File: config.mk
export PLATFORM = sky130hd
export DESIGN_NAME = alu_issue_ctrl
export DESIGN_NICKNAME = d
export VERILOG_FILES = /design/src/rtl/alu_pkg.sv /design/src/rtl/alu_issue_ctrl_onehot_dec4.sv /design/src/rtl/alu_issue_ctrl.sv
export SDC_FILE = /design/constraint.sdc
export NUM_CORES = 1
export LEC_CHECK = 0
export ABC_CLOCK_PERIOD_IN_PS = 1500
export CORE_MARGIN = 10
export CORE_UTILIZATION = 42
export DETAILED_ROUTE_END_ITERATION = 10
export PLACE_DENSITY = 0.73
export SETUP_SLACK_MARGIN = 0.5
export SYNTH_ARGS = -nofsm -noshare
export SYNTH_HDL_FRONTEND = slang
export SYNTH_HIERARCHICAL = 1
export SYNTH_SLANG_ARGS = --single-unit
File: constraint.sdc
create_clock -name clk -period 1.5 [get_ports clk]
set_input_delay 0.15 -clock clk [delete_from_list [all_inputs] [get_ports clk]]
set_output_delay 0.15 -clock clk [all_outputs]
set_load 0.005 [all_outputs]
File: src/rtl/alu_pkg.sv
// alu_pkg: opcodes, FSM encoding and data width for the ALU issue controller
package alu_pkg;

    localparam int DATA_W = 4;

    localparam logic [3:0] OP_ADD   = 4'd0;
    localparam logic [3:0] OP_SUB   = 4'd1;
    localparam logic [3:0] OP_INC   = 4'd2;
    localparam logic [3:0] OP_DEC   = 4'd3;
    localparam logic [3:0] OP_AND   = 4'd4;
    localparam logic [3:0] OP_OR    = 4'd5;
    localparam logic [3:0] OP_XOR   = 4'd6;
    localparam logic [3:0] OP_NAND  = 4'd7;
    localparam logic [3:0] OP_NOR   = 4'd8;
    localparam logic [3:0] OP_XNOR  = 4'd9;
    localparam logic [3:0] OP_NOTA  = 4'd10;
    localparam logic [3:0] OP_NOTB  = 4'd11;
    localparam logic [3:0] OP_SHL   = 4'd12;
    localparam logic [3:0] OP_SHR   = 4'd13;
    localparam logic [3:0] OP_PASSA = 4'd14;
    localparam logic [3:0] OP_PASSB = 4'd15;

    typedef enum logic [1:0] {
        ST_IDLE,
        ST_ISSUE,
        ST_RESULT
    } state_t;

endpackage

File: src/rtl/alu_issue_ctrl_onehot_dec4.sv
// onehot_dec4: combinational 4-to-16 one-hot decoder for the function enables
module onehot_dec4
    import alu_pkg::*;
(
    input  logic [DATA_W-1:0]        sel,
    output logic [(1<<DATA_W)-1:0]   y
);

    assign y = {{((1<<DATA_W)-1){1'b0}}, 1'b1} << sel;

endmodule

File: src/rtl/alu_issue_ctrl.sv
// alu_issue_ctrl: issues one ALU command, waits the settle time, captures and hands off the result
module alu_issue_ctrl
    import alu_pkg::*;
#(
    parameter int SETTLE_CYCLES = 1,
    parameter int CNT_W         = 8
) (
    input  logic             clk,
    input  logic             rst_n,
    input  logic             cmd_valid,
    output logic             cmd_ready,
    input  logic [3:0]       cmd_op,
    input  logic [3:0]       cmd_a,
    input  logic [3:0]       cmd_b,
    output logic [3:0]       alu_a,
    output logic [3:0]       alu_b,
    output logic [15:0]      alu_en,
    input  logic [3:0]       alu_y,
    input  logic             alu_cout,
    output logic             res_valid,
    input  logic             res_ready,
    output logic [3:0]       res_data,
    output logic             res_zero,
    output logic             res_carry,
    output logic [CNT_W-1:0] op_count
);

    localparam logic [3:0] SETTLE_LOAD = 4'(SETTLE_CYCLES - 1);

    state_t      state, state_nx;
    logic [3:0]  settle_cnt;
    logic [15:0] dec_en;
    logic        accept, capture, res_done;

    onehot_dec4 u_dec (
        .sel (cmd_op),
        .y   (dec_en)
    );

    assign accept   = cmd_valid && cmd_ready;
    assign capture  = (state == ST_ISSUE) && (settle_cnt == 4'd0);
    assign res_done = (state == ST_RESULT) && res_ready;

    // next-state and command-side handshake; RESULT can take a new command on the release cycle
    always_comb begin
        state_nx  = state;
        cmd_ready = 1'b0;
        unique case (state)
            ST_IDLE: begin
                cmd_ready = 1'b1;
                state_nx  = cmd_valid ? ST_ISSUE : ST_IDLE;
            end
            ST_ISSUE:  state_nx = capture ? ST_RESULT : ST_ISSUE;
            ST_RESULT: begin
                cmd_ready = res_ready;
                state_nx  = res_ready ? (cmd_valid ? ST_ISSUE : ST_IDLE) : ST_RESULT;
            end
            default:   state_nx = ST_IDLE;
        endcase
    end

    // state register
    always_ff @(posedge clk or negedge rst_n) begin
        if (!rst_n) state <= ST_IDLE;
        else        state <= state_nx;
    end

    // operand/enable issue, settle countdown and result capture
    always_ff @(posedge clk or negedge rst_n) begin
        if (!rst_n) begin
            alu_a      <= '0;
            alu_b      <= '0;
            alu_en     <= '0;
            settle_cnt <= '0;
            res_data   <= '0;
            res_zero   <= 1'b0;
            res_carry  <= 1'b0;
        end else if (accept) begin
            alu_a      <= cmd_a;
            alu_b      <= cmd_b;
            alu_en     <= dec_en;
            settle_cnt <= SETTLE_LOAD;
        end else if (capture) begin
            alu_en     <= '0;
            res_data   <= alu_y;
            res_zero   <= (alu_y == 4'h0);
            res_carry  <= alu_cout;
        end else if (state == ST_ISSUE) begin
            settle_cnt <= settle_cnt - 4'd1;
        end
    end

    // result-valid flag and completed-operation counter
    always_ff @(posedge clk or negedge rst_n) begin
        if (!rst_n) begin
            res_valid <= 1'b0;
            op_count  <= '0;
        end else begin
            if (capture)       res_valid <= 1'b1;
            else if (res_done) res_valid <= 1'b0;
            if (res_done)      op_count  <= op_count + CNT_W'(1);
        end
    end

endmodule

* Word level (Yosys, flattened, before mapping) *
Index checks and enable logic that the tools add are counted.

operators by class
  add/sub/neg operators = 2
  eq/ne operators = 3
  shift operators = 1
  multiplexer cells = 12
  bitwise operators = 1
  reduce and logical (&&, ||, !) cells = 11

operators by type and width
  kind                                                 count
  2-to-1 mux 16 bit                                    2
  << shifter 1 x 4 -> 16 bit, first input constant     1
  2-to-1 mux 4 bit                                     3
  adder 8 x 1 -> 8 bit, second input constant          1
  zero test 4 bit                                      2
  case mux 2 bit (3 select lines)                      1
  nonzero test 2 bit                                   3
  2-to-1 mux 2 bit                                     2
  AND reduction 2 bit                                  2
  subtractor 4 x 1 -> 4 bit, second input constant     1
  logical AND 1 bit                                    3
  2-to-1 mux 1 bit                                     3
  equality test 2 x 1 -> 1 bit, second input constant  1
  equality test 2 bit, second input constant           1
  zero test 2 bit                                      1
  != test 2 bit, second input constant                 1
  case mux 1 bit (2 select lines)                      1
  inverter 1 bit                                       1

word-level totals
  bits in registers = 45
  input port bits = 21
  output and inout port bits = 40
  logic and storage cells = 40

* Longest topological paths before layout *
  depth in word-level cells = 5
  mapped depth = 6
  depth with buffers taken out = 5

* By module *
The synthesis kept the hierarchy.

by module, submodules not included
  module          times used  cells an instance  area each (sq um)  sequential area each (sq um)
  alu_issue_ctrl  1           133                1,844.3            1,126.1
  onehot_dec4     1           20                 226.5              0.0

* Least setup slack after synthesis *
OpenSTA, ideal clock, no wires.

  path kind = register -> register
  start = register settle_cnt[0]
  end = register alu_en[10]
  library setup time = 0.121 ns
  data arrival time = 1.389 ns
  required time = 1.379 ns
  slack = -0.010 ns
  stages on the path, launching flop included = 7
  buffers on the path = 1
  clock period less this slack = 1.510 ns
  cell sequence = dfrtp_1 > inv_1 > ha_1 > nor3b_4 > a32oi_4 > buf_4 > a22o_1

on the way
  longest elaborated chain between the ends = 3

ends and longest elaborated chain
  element                              RTL line              text
  start: declaration                   alu_issue_ctrl.sv:31  logic [3:0] settle_cnt;
  start signal: assignment             alu_issue_ctrl.sv:89  settle_cnt <= settle_cnt - 4'd1;
  zero test 4 bit                      alu_issue_ctrl.sv:41  assign capture = (state == ST_ISSUE) && (settle_cnt == 4'd0);
  logical AND 1 bit                    alu_issue_ctrl.sv:41
  nonzero test 2 bit (no source line)  --
  end signal: assignment               alu_issue_ctrl.sv:81  alu_en <= dec_en;
  end: declaration                     alu_issue_ctrl.sv:17  output logic [15:0] alu_en,

Every way passes these cells.
A chain may end at the register's enable or synchronous reset.

* Worst setup path after layout *
  start = register settle_cnt[0]
  end = register alu_en[7]

Same word-level chain as after synthesis.

==> metrics.md <==
| Metric | Value |
|---|---|
| Max Root-Sink Buffers | 2 |
| # placed instances | slightly below 300 |
| PD cells | about 1700 nW/µm² |
| Final instance area | 3240 µm² |
| RSZ-0062 raised after global routing | yes |
| Largest net degree at the start of global routing | 29 |
| Largest cells by area after synthesis | dfrtp_1 (54%), mux2_2 (8.2%), a22o_1 (6.8%) |
| Hold Vio Cnt, Final | 0 |
| Most common cell after layout, fill and taps aside | dfrtp_1 |
| Setup TNS | -0.0269 ns |
| Placer Congestion | 0.912 |
| Reg2reg end | alu_en[7]$_DFFE_PN0P_ |
| Post-synth EDFFs | 0 |
| Mapped Area | 2070 µm² |
| Antenna violations before repair | 0 |
| Hold WC Path Type | in -> async |
| P&R area growth vs syn | 56.6% |
| Max Freq | about 0.66 GHz |
| Post-route clock period utilization | 101% |
| Vias | ~1700 |
| MaxCap Viol Count | 0 |
| Iter 0 DRT Violations | between 70 and 80 |
| Remaining DRCs | 0 |
| Post-Route WL | between 5 and 6 mm |
| PortBufs | 60 |
| Reg-to-Reg Start | settle_cnt[0]$_DFFE_PN0P_ |
| Rel. slew slack | between 70% and 80% |
| Hold_ws | approximately 0.31 ns |
| Worst Path Max Fanout | 16 |
| Synth warn | 6 |
| Share of cells above drive strength 1 | between 50% and 60% |
| Die Y-Extent | around 90 µm |
| Setup Skew | 0.00783 ns |
| Ys flop type | dfrtp_1 |
| Tmin final | ~1.5 ns |
| H-tree depth | 2 |
| # clock sinks | 45 |
| Row cnt | 25 |
| Clk slew on worst S/H paths | roughly 0.080 ns |
| # diodes | 0 |
| Fill count | around 370 |
| Nets@finish | 284 |
| Core area | between 4000 and 5000 µm² |
| # IOs | roughly 60 |
| WS Path Type | reg -> reg |
| Final setup violating endpoints | 5 |
| Die width | between 90 and 100 µm |
| Vias/cell | 5.13 |
| Final core utilization | 68.2% |
| Crit end category | flip-flop |
| Worst setup SP type | flip-flop |
| Congestion Overflow GR | 0 |
| 1st-pass router iterations | 4 |
| Antenna viol nets, final | 0 |
| Status | finished, violations left |
| Syn_nets | between 150 and 200 |
| First-pass GRT wire length | 8.98 mm |
| Worst Setup SP | settle_cnt[0]$_DFFE_PN0P_ |
| Area share of the largest cell type after synthesis | approximately 54% |
| Asr flop ratio synth | 100% |
| Failing checks | negative setup slack |
| Synth area leader | dfrtp_1 |
| Post-layout worst setup margin | -0.0165 ns |
| Max-slew violations | 0 |
| Die area | 8140 µm² |
| Overall Global Routing Usage | roughly an eighth |
| Clk root buf | clkbuf_8 |
| R2R setup slack | -0.02 ns |
| Skew-Pair Late Insertion Delay | approximately 0.30 ns |
| CTS buffer count | 5 |
| CP required | approximately 1.7 ns |
| Detailed placement HPWL | roughly 3.6 mm |
| Vias in the first global route | around 1800 |
| Total power | between 5 and 6 mW |
| Routed len/inst | between 15 and 20 µm |
| Final Non-Filler Cells | between 300 and 400 |
| LEAKAGE | approximately 1.6 nW |
| Post-synthesis sequential area ratio | 54.4% |
| Pre-CTS setup slack | -0.128 ns |
| DP Area | ~2900 µm² |
| Mapped Avg Cell Area | approximately 14 µm² |
| CP arrival | approximately 1.7 ns |
| Most frequent cells in the layout | dfrtp_1 (42), buf_2 (38), buf_4 (29) |
| Mapped Cells | approximately 150 |
| Worst r2r path cells | 6 |
| Yosys cell types | 37 |
| TritonCTS clock tree | yes |
| VDD IR-drop max | about 750 µV |
| #FFs+latches synth | 45 |
| Initial Utilization | about 44% |
| Slew @ Worst Pin | between 0.4 and 0.5 ns |
## kinds of logic after synthesis
logic type	after synthesis	synth area share, %
muxes	15	8.16
buffers and inverters	11	3.63
xor gates and xnor gates	7	2.96
AOI/OAI and AO/OA	25	10.5
adders and majority gates	2	1.21
DFF	45	54.4
and+or+nand+nor	48	19.2
## timing repair
item	4_1_cts	5_1_grt
setup buffers	25	6
gates cloned	0	0
resized for setup	185	31
hold endpoints to repair	17	0
endpoints found under the setup margin	85	66
hold buffers	1	0
pin swaps	13	11
## critical path: stages (launching register included)
cell,delay (ns)
dfrtp_1,0.38
inv_1,0.06
ha_2,0.18
nor3b_4,0.32
a32oi_4,0.09
buf_12,0.17
a22o_1,0.19
## worst max path at each step
stage                       endpoint  slack (ns)  cells past startpoint
4_1_cts        alu_en[7]$_DFFE_PN0P_       0.003                      6
3_5_place_dp               cmd_ready       -0.13                      4
2_1_floorplan  res_carry$_DFFE_PN0P_       0.008                      5
5_1_grt        alu_en[7]$_DFFE_PN0P_       -0.07                      6
3_3_place_gp               cmd_ready       -0.09                      4
6_report       alu_en[7]$_DFFE_PN0P_       -0.02                      6
## sequential cells by signal, summed over array words and instances, names as in the netlist
| name | count |
|---|---|
| settle_cnt | 4 |
| alu_a | 4 |
| state | 2 |
| res_zero | 1 |
| op_count | 8 |
| res_carry | 1 |
| alu_en | 16 |
| alu_b | 4 |
| res_data | 4 |
| res_valid | 1 |
## synthesized netlist by cell type, drive strengths merged, types with 2 or more instances
cell	n
nor4	3
a21oi	3
nand2b	3
inv	4
nor4b	4
dfrtp	45
and4b	4
buf	7
xnor2	2
mux2	15
ha	2
nand2	8
xor2	5
nor2	3
nor3	4
nand3	4
and4bb	6
a22o	16
o21ai	2
## cell type report
| class | count | area [µm²] | area share, % |
|---|---|---|---|
| sequential | 45 | 1130 | 34.9 |
| multi-input combinational | 97 | 1060 | 32.8 |
| timing repair buffer | 108 | 870 | 26.8 |
| tap | 67 | 83.8 | 2.59 |
| clock buffer | 8 | 80.1 | 2.47 |
| inverter | 4 | 15.0 | 0.463 |
## power by group
part	internal (mW)	total, mW	switching [mW]
combinational	1.67	2.82	1.15
clock	0.331	0.711	0.380
sequential	1.59	1.83	0.243
## layer usage
layer / vias to the layer above / wire, µm / part of all wire [%] / track usage [%]
met5: - / 0 / 0 / 0
met4: 0 / 49 / 0.89 / 3.98
met1: 851 / 2200 / 40 / 14.9
met3: 4 / 333 / 6.0 / 4.99
li1: 784 / - / - / -
met2: 49 / 2930 / 53 / 22.9
Note: power is estimated with default switching activity, not from simulation.
